## config.mk

```make
export PLATFORM = sky130hd
export DESIGN_NAME = sensor_conditioner
export DESIGN_NICKNAME = d
export VERILOG_FILES = /design/src/rtl/tlc_pkg.sv /design/src/rtl/sync_ff.sv /design/src/rtl/sensor_conditioner.sv
export SDC_FILE = /design/constraint.sdc
export NUM_CORES = 1
export LEC_CHECK = 0
export ABC_AREA = 1
export CAP_MARGIN = 40
export CORE_MARGIN = 2
export CORE_UTILIZATION = 28
export DETAILED_ROUTE_END_ITERATION = 8
export DONT_BUFFER_PORTS = 1
export HOLD_SLACK_MARGIN = 0.15
export PLACE_DENSITY = 0.47
export SKIP_LAST_GASP = 1
export SYNTH_ARGS = -nofsm -noshare
export SYNTH_HDL_FRONTEND = slang
export SYNTH_SLANG_ARGS = --single-unit
```

## constraint.sdc

```tcl
create_clock -name clk -period 1.2 [get_ports clk]
set_clock_uncertainty 0.05 [all_clocks]
set_input_delay 0.3 -clock clk [delete_from_list [all_inputs] [get_ports clk]]
set_output_delay 0.3 -clock clk [all_outputs]
set_load 0.03 [all_outputs]
```

## src/rtl/tlc_pkg.sv

```systemverilog
`default_nettype none
// ============================================================================
//  Module      : tlc_pkg
//  Description : Definitions shared by sensor_conditioner and
//                trafficlightcontroller. Holds the one-hot light encodings,
//                the loop-detector FSM state encoding and a small light decode
//                helper.
//  Revision    : 1.0 - initial release
// ============================================================================
package tlc_pkg;

  // One-hot light encodings, identical to the traffic light controller's.
  localparam logic [2:0] RED    = 3'b100;
  localparam logic [2:0] YELLOW = 3'b010;
  localparam logic [2:0] GREEN  = 3'b001;

  // Loop-detector debounce FSM.
  typedef enum logic [1:0] {
    IDLE    = 2'b00,
    QUAL    = 2'b01,
    PRESENT = 2'b10,
    RELEASE = 2'b11
  } sc_state_t;

  function automatic logic is_green(input logic [2:0] light);
    return (light == GREEN);
  endfunction

endpackage : tlc_pkg
`default_nettype wire

```

## src/rtl/sync_ff.sv

```systemverilog
`default_nettype none
// ============================================================================
//  Module      : sync_ff
//  Description : Multi-flop synchronizer for a single asynchronous level.
//                All stages clear asynchronously on i_rst_n low. Only the
//                last stage is meant to be used by downstream logic.
//  Ports       : clk     - sampling clock
//                i_rst_n - asynchronous active-low clear
//                i_d     - asynchronous input level
//                o_q     - synchronized level (last stage)
//  Revision    : 1.0 - initial release
// ============================================================================
module sync_ff #(
  parameter int SYNC_STAGES = 2
) (
  input  logic clk,
  input  logic i_rst_n,
  input  logic i_d,
  output logic o_q
);

  logic [SYNC_STAGES-1:0] r_chain;

  always_ff @(posedge clk or negedge i_rst_n) begin
    if (!i_rst_n) begin
      r_chain <= '0;
    end else begin
      r_chain <= {r_chain[SYNC_STAGES-2:0], i_d};
    end
  end

  assign o_q = r_chain[SYNC_STAGES-1];

endmodule : sync_ff
`default_nettype wire

```

## src/rtl/sensor_conditioner.sv

```systemverilog
`default_nettype none
// ============================================================================
//  Module      : sensor_conditioner
//  Description : Conditions the farm-road loop detector for the traffic light
//                controller: synchronizes the raw level, debounces it with a
//                four-state FSM, latches a vehicle request, counts confirmed
//                arrivals (saturating) and flags a loop that stays occupied
//                for too long.
//  Ports       : clk           - system clock, rising edge
//                reset         - asynchronous active-low reset
//                raw_sensor    - unsynchronized loop detector level
//                light_FM      - farm-road light from the controller
//                sensor        - registered vehicle request
//                vehicle_count - saturating confirmed-arrival count
//                stuck_fault   - registered loop-stuck indication
//  Revision    : 1.0 - initial release
// ============================================================================
module sensor_conditioner
  import tlc_pkg::*;
#(
  parameter int SYNC_STAGES     = 2,
  parameter int DEBOUNCE_CYCLES = 4,
  parameter int STUCK_LIMIT     = 1000,
  parameter int CNT_W           = 8
) (
  input  logic             clk,
  input  logic             reset,
  input  logic             raw_sensor,
  input  logic [2:0]       light_FM,
  output logic             sensor,
  output logic [CNT_W-1:0] vehicle_count,
  output logic             stuck_fault
);

  // The debounce counter only ever holds 1 .. DEBOUNCE_CYCLES-1.
  localparam int DEB_W = (DEBOUNCE_CYCLES < 2) ? 1 : $clog2(DEBOUNCE_CYCLES);
  localparam int STK_W = $clog2(STUCK_LIMIT + 1);

  localparam logic [DEB_W-1:0] c_deb_zero   = '0;
  localparam logic [DEB_W-1:0] c_deb_one    = DEB_W'(1);
  localparam logic [DEB_W-1:0] c_deb_last   = DEB_W'(DEBOUNCE_CYCLES - 1);
  localparam logic [STK_W-1:0] c_stuck_zero = '0;
  localparam logic [STK_W-1:0] c_stuck_lim  = STK_W'(STUCK_LIMIT);
  localparam logic [CNT_W-1:0] c_count_max  = '1;

  // --------------------------------------------------------------------------
  // Reset: asserts immediately, releases two clk edges after the pin rises so
  // that every downstream flop leaves reset on the same clean edge.
  // --------------------------------------------------------------------------
  logic [1:0] r_rst_sync;
  logic       w_rst_n;

  always_ff @(posedge clk or negedge reset) begin
    if (!reset) begin
      r_rst_sync <= 2'b00;
    end else begin
      r_rst_sync <= {r_rst_sync[0], 1'b1};
    end
  end

  assign w_rst_n = r_rst_sync[1];

  // --------------------------------------------------------------------------
  // Input synchronizer
  // --------------------------------------------------------------------------
  logic w_sync;

  sync_ff #(
    .SYNC_STAGES (SYNC_STAGES)
  ) u_sync_ff (
    .clk     (clk),
    .i_rst_n (w_rst_n),
    .i_d     (raw_sensor),
    .o_q     (w_sync)
  );

  // --------------------------------------------------------------------------
  // Debounce FSM with stuck supervision
  // --------------------------------------------------------------------------
  sc_state_t        r_state;
  logic [DEB_W-1:0] r_deb_cnt;
  logic [STK_W-1:0] r_stuck_cnt;
  logic             r_stuck_fault;
  logic             r_arrival;      // one-cycle pulse after a confirmed arrival

  logic w_deb_done;
  logic w_stuck_hit;

  // ">=" lets DEBOUNCE_CYCLES=1 confirm on the first qualifying sample, since
  // the counter is already 1 on entry to QUAL/RELEASE.
  assign w_deb_done  = (r_deb_cnt >= c_deb_last);

  // This PRESENT cycle brings the stuck counter up to the limit.
  assign w_stuck_hit = (r_state == PRESENT) && w_sync &&
                       (r_stuck_cnt == c_stuck_lim - STK_W'(1));

  always_ff @(posedge clk or negedge w_rst_n) begin
    if (!w_rst_n) begin
      r_state       <= IDLE;
      r_deb_cnt     <= c_deb_zero;
      r_stuck_cnt   <= c_stuck_zero;
      r_stuck_fault <= 1'b0;
      r_arrival     <= 1'b0;
    end else begin
      r_arrival <= 1'b0;
      case (r_state)
        IDLE: begin
          if (w_sync) begin
            r_state   <= QUAL;
            r_deb_cnt <= c_deb_one;
          end
        end

        QUAL: begin
          if (!w_sync) begin
            r_state   <= IDLE;
            r_deb_cnt <= c_deb_zero;
          end else if (w_deb_done) begin
            r_state   <= PRESENT;
            r_deb_cnt <= c_deb_zero;
            r_arrival <= 1'b1;
          end else begin
            r_deb_cnt <= r_deb_cnt + DEB_W'(1);
          end
        end

        PRESENT: begin
          if (!w_sync) begin
            r_state     <= RELEASE;
            r_deb_cnt   <= c_deb_one;
            r_stuck_cnt <= c_stuck_zero;
          end else begin
            if (r_stuck_cnt != c_stuck_lim) begin
              r_stuck_cnt <= r_stuck_cnt + STK_W'(1);
            end
            if (w_stuck_hit) begin
              r_stuck_fault <= 1'b1;
            end
          end
        end

        RELEASE: begin
          if (w_sync) begin
            r_state   <= PRESENT;
            r_deb_cnt <= c_deb_zero;
          end else if (w_deb_done) begin
            // Only a genuine return to IDLE clears a stuck fault.
            r_state       <= IDLE;
            r_deb_cnt     <= c_deb_zero;
            r_stuck_cnt   <= c_stuck_zero;
            r_stuck_fault <= 1'b0;
          end else begin
            r_deb_cnt <= r_deb_cnt + DEB_W'(1);
          end
        end

        default: begin
          r_state   <= IDLE;
          r_deb_cnt <= c_deb_zero;
        end
      endcase
    end
  end

  // --------------------------------------------------------------------------
  // Request latch and arrival counter, both updated from the registered
  // arrival pulse so the request rises SYNC_STAGES+DEBOUNCE_CYCLES edges
  // after raw_sensor is first sampled high.
  // --------------------------------------------------------------------------
  logic             r_sensor;
  logic [CNT_W-1:0] r_count;

  always_ff @(posedge clk or negedge w_rst_n) begin
    if (!w_rst_n) begin
      r_sensor <= 1'b0;
    end else if (r_stuck_fault || w_stuck_hit) begin
      // A stuck loop must not keep requesting green.
      r_sensor <= 1'b0;
    end else if (r_arrival) begin
      r_sensor <= 1'b1;
    end else if (is_green(light_FM) && (r_state != PRESENT)) begin
      // Served: the farm road got green and the vehicle has left the loop.
      r_sensor <= 1'b0;
    end
  end

  always_ff @(posedge clk or negedge w_rst_n) begin
    if (!w_rst_n) begin
      r_count <= '0;
    end else if (r_arrival && (r_count != c_count_max)) begin
      r_count <= r_count + CNT_W'(1);
    end
  end

  assign sensor        = r_sensor;
  assign vehicle_count = r_count;
  assign stuck_fault   = r_stuck_fault;

endmodule : sensor_conditioner
`default_nettype wire

```

==> flow_metrics.env, run 1 <==
export IMPL_outcome="finished, violations left"
export IMPL_failed_checks="setup timing"
export IMPL_clockBufferDepth=2
export IMPL_grt_max_degree=28
export IMPL_grt_usage_pct=13.8
export IMPL_drtPass1Iterations=4
export IMPL_path_delay_family="simple AND/OR/NAND/NOR gates"
export IMPL_ys_warn_count=0
export IMPL_syn_area_um2=1540
export IMPL_drive_gt1_share_pct=43.8
export IMPL_p_sw_mw=1.30
export IMPL_final_util_pct=46.1
export IMPL_synth_top_area_share_pct=47.2
export IMPL_root_buffer="clkbuf_8"
export IMPL_critPathCaptureType="flop"
export IMPL_yosysTopAreaCell="dfrtp_1"
export IMPL_fillers=515
export IMPL_die_h_um=78.1
export IMPL_die_area_um2=6100
export IMPL_drt_iter0_drc=59
export IMPL_clk_latency_ps=280
export IMPL_synth_compound_area_share_pct=5.54
export IMPL_power_frac_seq_pct=36.9
export IMPL_met2WireLength_mm=1.77
export IMPL_rows=26
export IMPL_clkPwrFrac_pct=22.3
export IMPL_yosys_area_share_simple_pct=32.7
export IMPL_cts_htree_levels=2
export IMPL_period_minus_slack_ps=1350
export IMPL_dp_slack_ps=-205
export IMPL_rsz0062_at_grt="yes"
export IMPL_synth_top_family_by_area="simple AND/OR/NAND/NOR gates"
export IMPL_ys_flop_type="dfrtp_1"
export IMPL_layout_nets=269
export IMPL_p_leak_nw=1.14
export IMPL_hold_viol=0
export IMPL_yosys_area_share_xor_xnor_pct=2.85
export IMPL_vias_per_cell=4.26
export IMPL_hpwl_mm=2.65
export IMPL_max_cap_violations=0
export IMPL_crit_chain="inv_2, ha_4, nand2_4, nor2_4, nand3_4, nand2_8, inv_8, nand3_2, o21ai_1"
export IMPL_avgSynthCellArea_um2=7.76
export IMPL_final_antenna_net_count=0
export IMPL_switching_share_pct=36.7
export IMPL_syn_num_nets=208
export IMPL_min_period_over_period_pct=113
export IMPL_clkTransAtPathRegs_ps=70
export IMPL_max_stage_delay_ps=410
export IMPL_first_global_vias=1432
export IMPL_highest_layer="met4"
export IMPL_internal_power_mw=2.24
export IMPL_port_buffers=0
export IMPL_io_pins=16
export IMPL_drc_errors=0
export IMPL_timing_final_ws_setup_ps=-154
export IMPL_total_power_mw=3.54
export IMPL_syn_to_final_growth_pct=56.3
export IMPL_min_path_type="reg -> async"
export IMPL_wire_per_inst_um=11.1
export IMPL_synth_adder_area_share_pct=3.26
export IMPL_cts_sinks=29
export IMPL_cts_tree="yes"
export IMPL_synth_edf_count=0
export IMPL_critical_path_arrival_ps=1470
export IMPL_wl_mm=3.65
export IMPL_wl_met3_um=89
export IMPL_grt_pass1_wl_mm=6.59
export IMPL_yosys_top_cells_count="nand2_1 (59), inv_1 (31), dfrtp_1 (29), nand3_1 (17), nor2_1 (17)"
export IMPL_drv_slew=0
export IMPL_worstPathMaxFanout=8
export IMPL_power_frac_comb_pct=40.8
export IMPL_worstPathRequired_ps=1320
export IMPL_die_x_um=78.1
export IMPL_wl_met1_mm=1.77
export IMPL_cp_start_kind="flop"
export IMPL_yosysMostFrequentCell="nand2_1"
export IMPL_peakVddDrop_mv=0.878
export IMPL_core_area_um2=5200
export IMPL_cp_slowest_cell="dfrtp_1"
export IMPL_insertedDiodeCount=0
export IMPL_via_count=1407
export IMPL_p_per_area_nw_per_um2=1470
export IMPL_async_flop_share_pct=100
export IMPL_synthMuxAreaShare_pct=0
export IMPL_setup_viol=24
export IMPL_netlist_instances=198
export IMPL_grt_ovfl_total=0
export IMPL_ys_seq_elements=29
export IMPL_antenna_found_initial=0
export IMPL_yosysSeqAreaShare_pct=47.2
export IMPL_synth_area_top_cells="dfrtp_1 (47%), nand2_1 (14%), inv_1 (7.6%), nand3_1 (5.5%), nor2_1 (4.2%)"
export IMPL_numCtsBuffers=5
export IMPL_worstSetupPathType="reg -> reg"
export IMPL_start_util_pct=29.5
export IMPL_clock_fmax_mhz=739
export IMPL_critPathBufInv=2
export IMPL_ys_types=20
export IMPL_place_gp_congestion=0.832
[cells by family after synthesis]
kind of cell,count (synthesis)
flip-flops,29
other,1
AO/OA/AOI/OAI,17
AND/OR/NAND/NOR,109
XOR/XNOR,5
adder cells (fa/ha/maj),4
buffers and inverters,33
[final timing paths]
kind	startpoint	depth (start not counted)	slack (ps)	to
max	r_stuck_cnt[0]	9	-150	r_stuck_cnt[0]
min	r_rst_sync[1]	1	200	vehicle_count[0]
max reg2reg	r_stuck_cnt[0]	9	-150	r_stuck_cnt[0]
min reg2reg	r_rst_sync[1]	1	200	vehicle_count[0]
max in group asynchronous	r_rst_sync[1]	1	620	vehicle_count[2]
min in group clk	u_sync_ff.r_chain[0]	0	300	u_sync_ff.r_chain[1]
[power by group through the flow]
stage          sequential, mW  clock [mW]  combinational [mW]
6_report                 1.31       0.789                1.45
5_1_grt                  1.33       0.882                1.61
4_1_cts                  1.30       0.839                1.38
3_5_place_dp             1.31           0                1.22
3_3_place_gp             1.31           0                1.22
2_1_floorplan            1.40           0               0.580
[state kept, by name (all words and copies together) (netlist names), named ones only]
register	count
r_arrival	1
r_deb_cnt	2
r_rst_sync	2
r_state	1
r_stuck_cnt	10
sensor	1
stuck_fault	1
u_sync_ff.r_chain	2
vehicle_count	8
[layout by cell type (no fill, tap or decap), drive strengths merged]
cell / count
nor2: 18
a21oi: 4
xnor2: 5
nand4: 8
dlygate4sd3: 2
ha: 4
conb: 1
clkinvlp: 1
nor3: 1
nor3b: 1
buf: 51
clkinv: 2
clkbuf: 5
inv: 33
dfrtp: 29
o21ai: 13
nand3: 18
nand2: 64
[timing repair]
item	CTS	global route
endpoints found under the setup margin	26	31
hold endpoints to repair	3	0
hold buffers	2	0
cloned	1	0
setup buffers	3	3
pin swaps	10	8
gates resized for setup	19	37
[area by class of cell]
cell class | count | area [um^2] | area share (%)
Timing Repair Buffer | 53 | 448 | 18.7
Tap cell | 70 | 87.6 | 3.65
Sequential cell | 29 | 732 | 30.5
Clock buffer | 5 | 68.8 | 2.87
Inverter | 33 | 139 | 5.78
Clock inverter | 3 | 17.5 | 0.730
Multi-Input combinational cell | 137 | 908 | 37.8
[metrics by stage]
| step | instance area, um^2 | hold WS (ps) | std cells | setup TNS (ps) |
|---|---|---|---|---|
| finish | 2400 | 197 | 330 | -2360 |
| global route | 2400 | 184 | 330 | -4030 |
| CTS | 2270 | 186 | 327 | -2470 |
| detailed placement | 2060 | -45.5 | 313 | -2410 |
| global placement | 2060 | -45.5 | 313 | -2030 |
| floorplan | 1630 | -45.6 | 198 | -2310 |
[layer usage]
metal  vias to the layer above  GRT usage, %
met5                         -             0
li1                        751             -
met3                         2          3.56
met2                        10          22.9
met4                         0          4.74
met1                       644          17.6
(Power assumes the default switching activity.)
==> run 2, diff against run 1 <==
Settings changed: CTS_CLUSTER_DIAMETER from default to 40.
==> results of run 2 <==
The final DEF is identical to that of run 1; final timing and power are the same.
==> run 3, diff against run 2 <==
Settings changed: CELL_PAD_IN_SITES_DETAIL_PLACEMENT from default to 2, CELL_PAD_IN_SITES_GLOBAL_PLACEMENT from default to 2, PLACE_DENSITY 0.47 to 0.68.
Clock period 1.2 ns to 1.45 ns, I/O delays scaled along.
==> run 3 against run 2 <==
Flip-flop and latch count did not move. Sequential share of layout area grew 3.3 points. Global-route usage up 4.3 points. Core utilization shrank 4.7 points. The flow now finishes without violations. Critical path type unchanged. Highest routed layer unchanged. Count of clock-buffer cells in the layout increased by 2. First-iteration DRC count decreased by 5.1%. Sequential power is 18% lower. Worst hold slack got worse by 30 ps.
==> flow_metrics.env, run 3 (synthesized netlist as in run 1, its figures left out) <==
export IMPL_switching_share_pct=36.2
export IMPL_outcome="finished clean"
export IMPL_layout_commonest_cell="nand2_1"
export IMPL_root_buffer="clkbuf_8"
export IMPL_via_count=1460
export IMPL_die_h_um=78.1
export IMPL_antenna_found_initial=0
export IMPL_critical_path_arrival_ps=1610
export IMPL_worstSetupPathType="reg -> reg"
export IMPL_port_buffers=0
export IMPL_grt_pass1_wl_mm=8.36
export IMPL_fin_tns_setup_ps=0
export IMPL_clkPwrFrac_pct=30.4
export IMPL_drt_iter0_drc=56
export IMPL_worstPathMaxFanout=4
export IMPL_final_cell_mix="nand2_1 (54), buf_4 (29), inv_1 (27)"
export IMPL_wl_mm=5.00
export IMPL_core_area_um2=5200
export IMPL_io_pins=16
export IMPL_drv_slew=0
export IMPL_die_x_um=78.1
export IMPL_clkTransAtPathRegs_ps=70
export IMPL_cts_htree_levels=2
export IMPL_cp_start_kind="flop"
export IMPL_cts_tree="yes"
export IMPL_rows=26
export IMPL_min_path_type="reg -> async"
export IMPL_power_frac_comb_pct=32.8
export IMPL_drive_gt1_share_pct=29.2
export IMPL_startpoint="r_stuck_cnt[1]"
export IMPL_dp_slack_ps=-77.7
export IMPL_grt_max_degree=20
export IMPL_max_cap_violations=0
export IMPL_busiest_layer="met2"
export IMPL_rsz0062_at_grt="yes"
export IMPL_p_per_area_nw_per_um2=1370
export IMPL_use_met1_pct=20.4
export IMPL_first_global_vias=1671
export IMPL_grt_use_met3_pct=5.29
export IMPL_grt_ovfl_total=0
export IMPL_total_power_mw=2.95
export IMPL_p_sw_mw=1.07
export IMPL_clockBufferDepth=2
export IMPL_critPathCaptureType="flop"
export IMPL_final_antenna_net_count=0
export IMPL_period_minus_slack_ps=1450
export IMPL_timing_final_ws_setup_ps=4.59
export IMPL_hold_viol=0
export IMPL_start_util_pct=29.5
export IMPL_internal_power_mw=1.88
export IMPL_power_frac_seq_pct=36.8
export IMPL_setup_viol=0
export IMPL_clock_fmax_mhz=692
export IMPL_worstPathRequired_ps=1610
export IMPL_met2_usage_pct=32.9
export IMPL_clk_latency_ps=300
export IMPL_largest_reg_flops=10
export IMPL_layout_nets=249
export IMPL_cts_sinks=29
export IMPL_worstReg2RegStart="r_stuck_cnt[1]"
export IMPL_min_period_over_period_pct=99.7
export IMPL_numCtsBuffers=5
export IMPL_hpwl_mm=3.55
export IMPL_syn_to_final_growth_pct=40.4
export IMPL_die_area_um2=6100
export IMPL_peakVddDrop_mv=0.654
export IMPL_drc_errors=0
export IMPL_drtPass1Iterations=4
export IMPL_place_gp_congestion=0.813
export IMPL_wire_per_inst_um=16.1
export IMPL_p_leak_nw=1.03
export IMPL_regMostFlops="r_stuck_cnt"
export IMPL_insertedDiodeCount=0
export IMPL_vias_per_cell=4.71
export IMPL_grt_usage_pct=18.1
[run 3: cell type report]
type,count,area (um^2)
clock inverter,1,30.0
inverter,33,131
timing repair buffer,33,268
tap,70,87.6
sequential,29,729
multi-input combinational,137,825
fill,608,3050
clock buffer,7,86.3
[run 3: worst paths after layout]
path / to / slack, ps / cells after the start
setup reg to reg: r_stuck_cnt[8] / 5 / 8
hold / removal: stuck_fault / 170 / 1
max in group asynchronous: r_deb_cnt[1] / 370 / 1
setup / recovery: r_stuck_cnt[8] / 5 / 8
min in group clk: r_rst_sync[1] / 310 / 0
hold reg to reg: stuck_fault / 170 / 1
[run 3: power by group through the flow]
| stage | Clock (mW) | Combinational, mW | Sequential, mW |
|---|---|---|---|
| finish | 0.896 | 0.966 | 1.08 |
| global route | 0.963 | 1.07 | 1.10 |
| floorplan | 0 | 0.411 | 1.15 |
| global placement | 0 | 0.693 | 1.08 |
| detailed placement | 0 | 0.744 | 1.10 |
| CTS | 0.926 | 0.898 | 1.08 |
[run 3: through the flow]
| step | utilization, % | cells | hold WS, ps | instance area, um^2 |
|---|---|---|---|---|
| finish | 41.4 | 310 | 167 | 2160 |
| global route | 41.4 | 310 | 209 | 2160 |
| CTS | 40.0 | 307 | 193 | 2080 |
| detailed placement | 35.2 | 290 | 17.0 | 1830 |
| global placement | 35.2 | 290 | 17.0 | 1830 |
| floorplan | - | 198 | 16.9 | 1570 |
[run 3: what timing repair did]
item                                   4_1_cts  5_1_grt
pin swaps                                    6       11
cloned                                       1        0
gates resized for setup                     17       16
buffers inserted                             5        3
endpoints found under the hold margin       11        0
hold buffers                                 3        0
setup endpoints to repair                   12       20
[run 3: critical path, cell delays in order (launching register included)]
cell	delay [ps]
dfrtp_1	420
ha_2	240
nand2_4	80
nor2_4	100
buf_4	120
nand2_1	60
nand2_1	70
nand4_1	80
o21ai_1	150
[run 3: routing by layer]
layer / up-vias / routed length [um]
met4: 0 / 62
li1: 702 / -
met5: - / 0
met2: 12 / 2690
met3: 7 / 134
met1: 739 / 2110
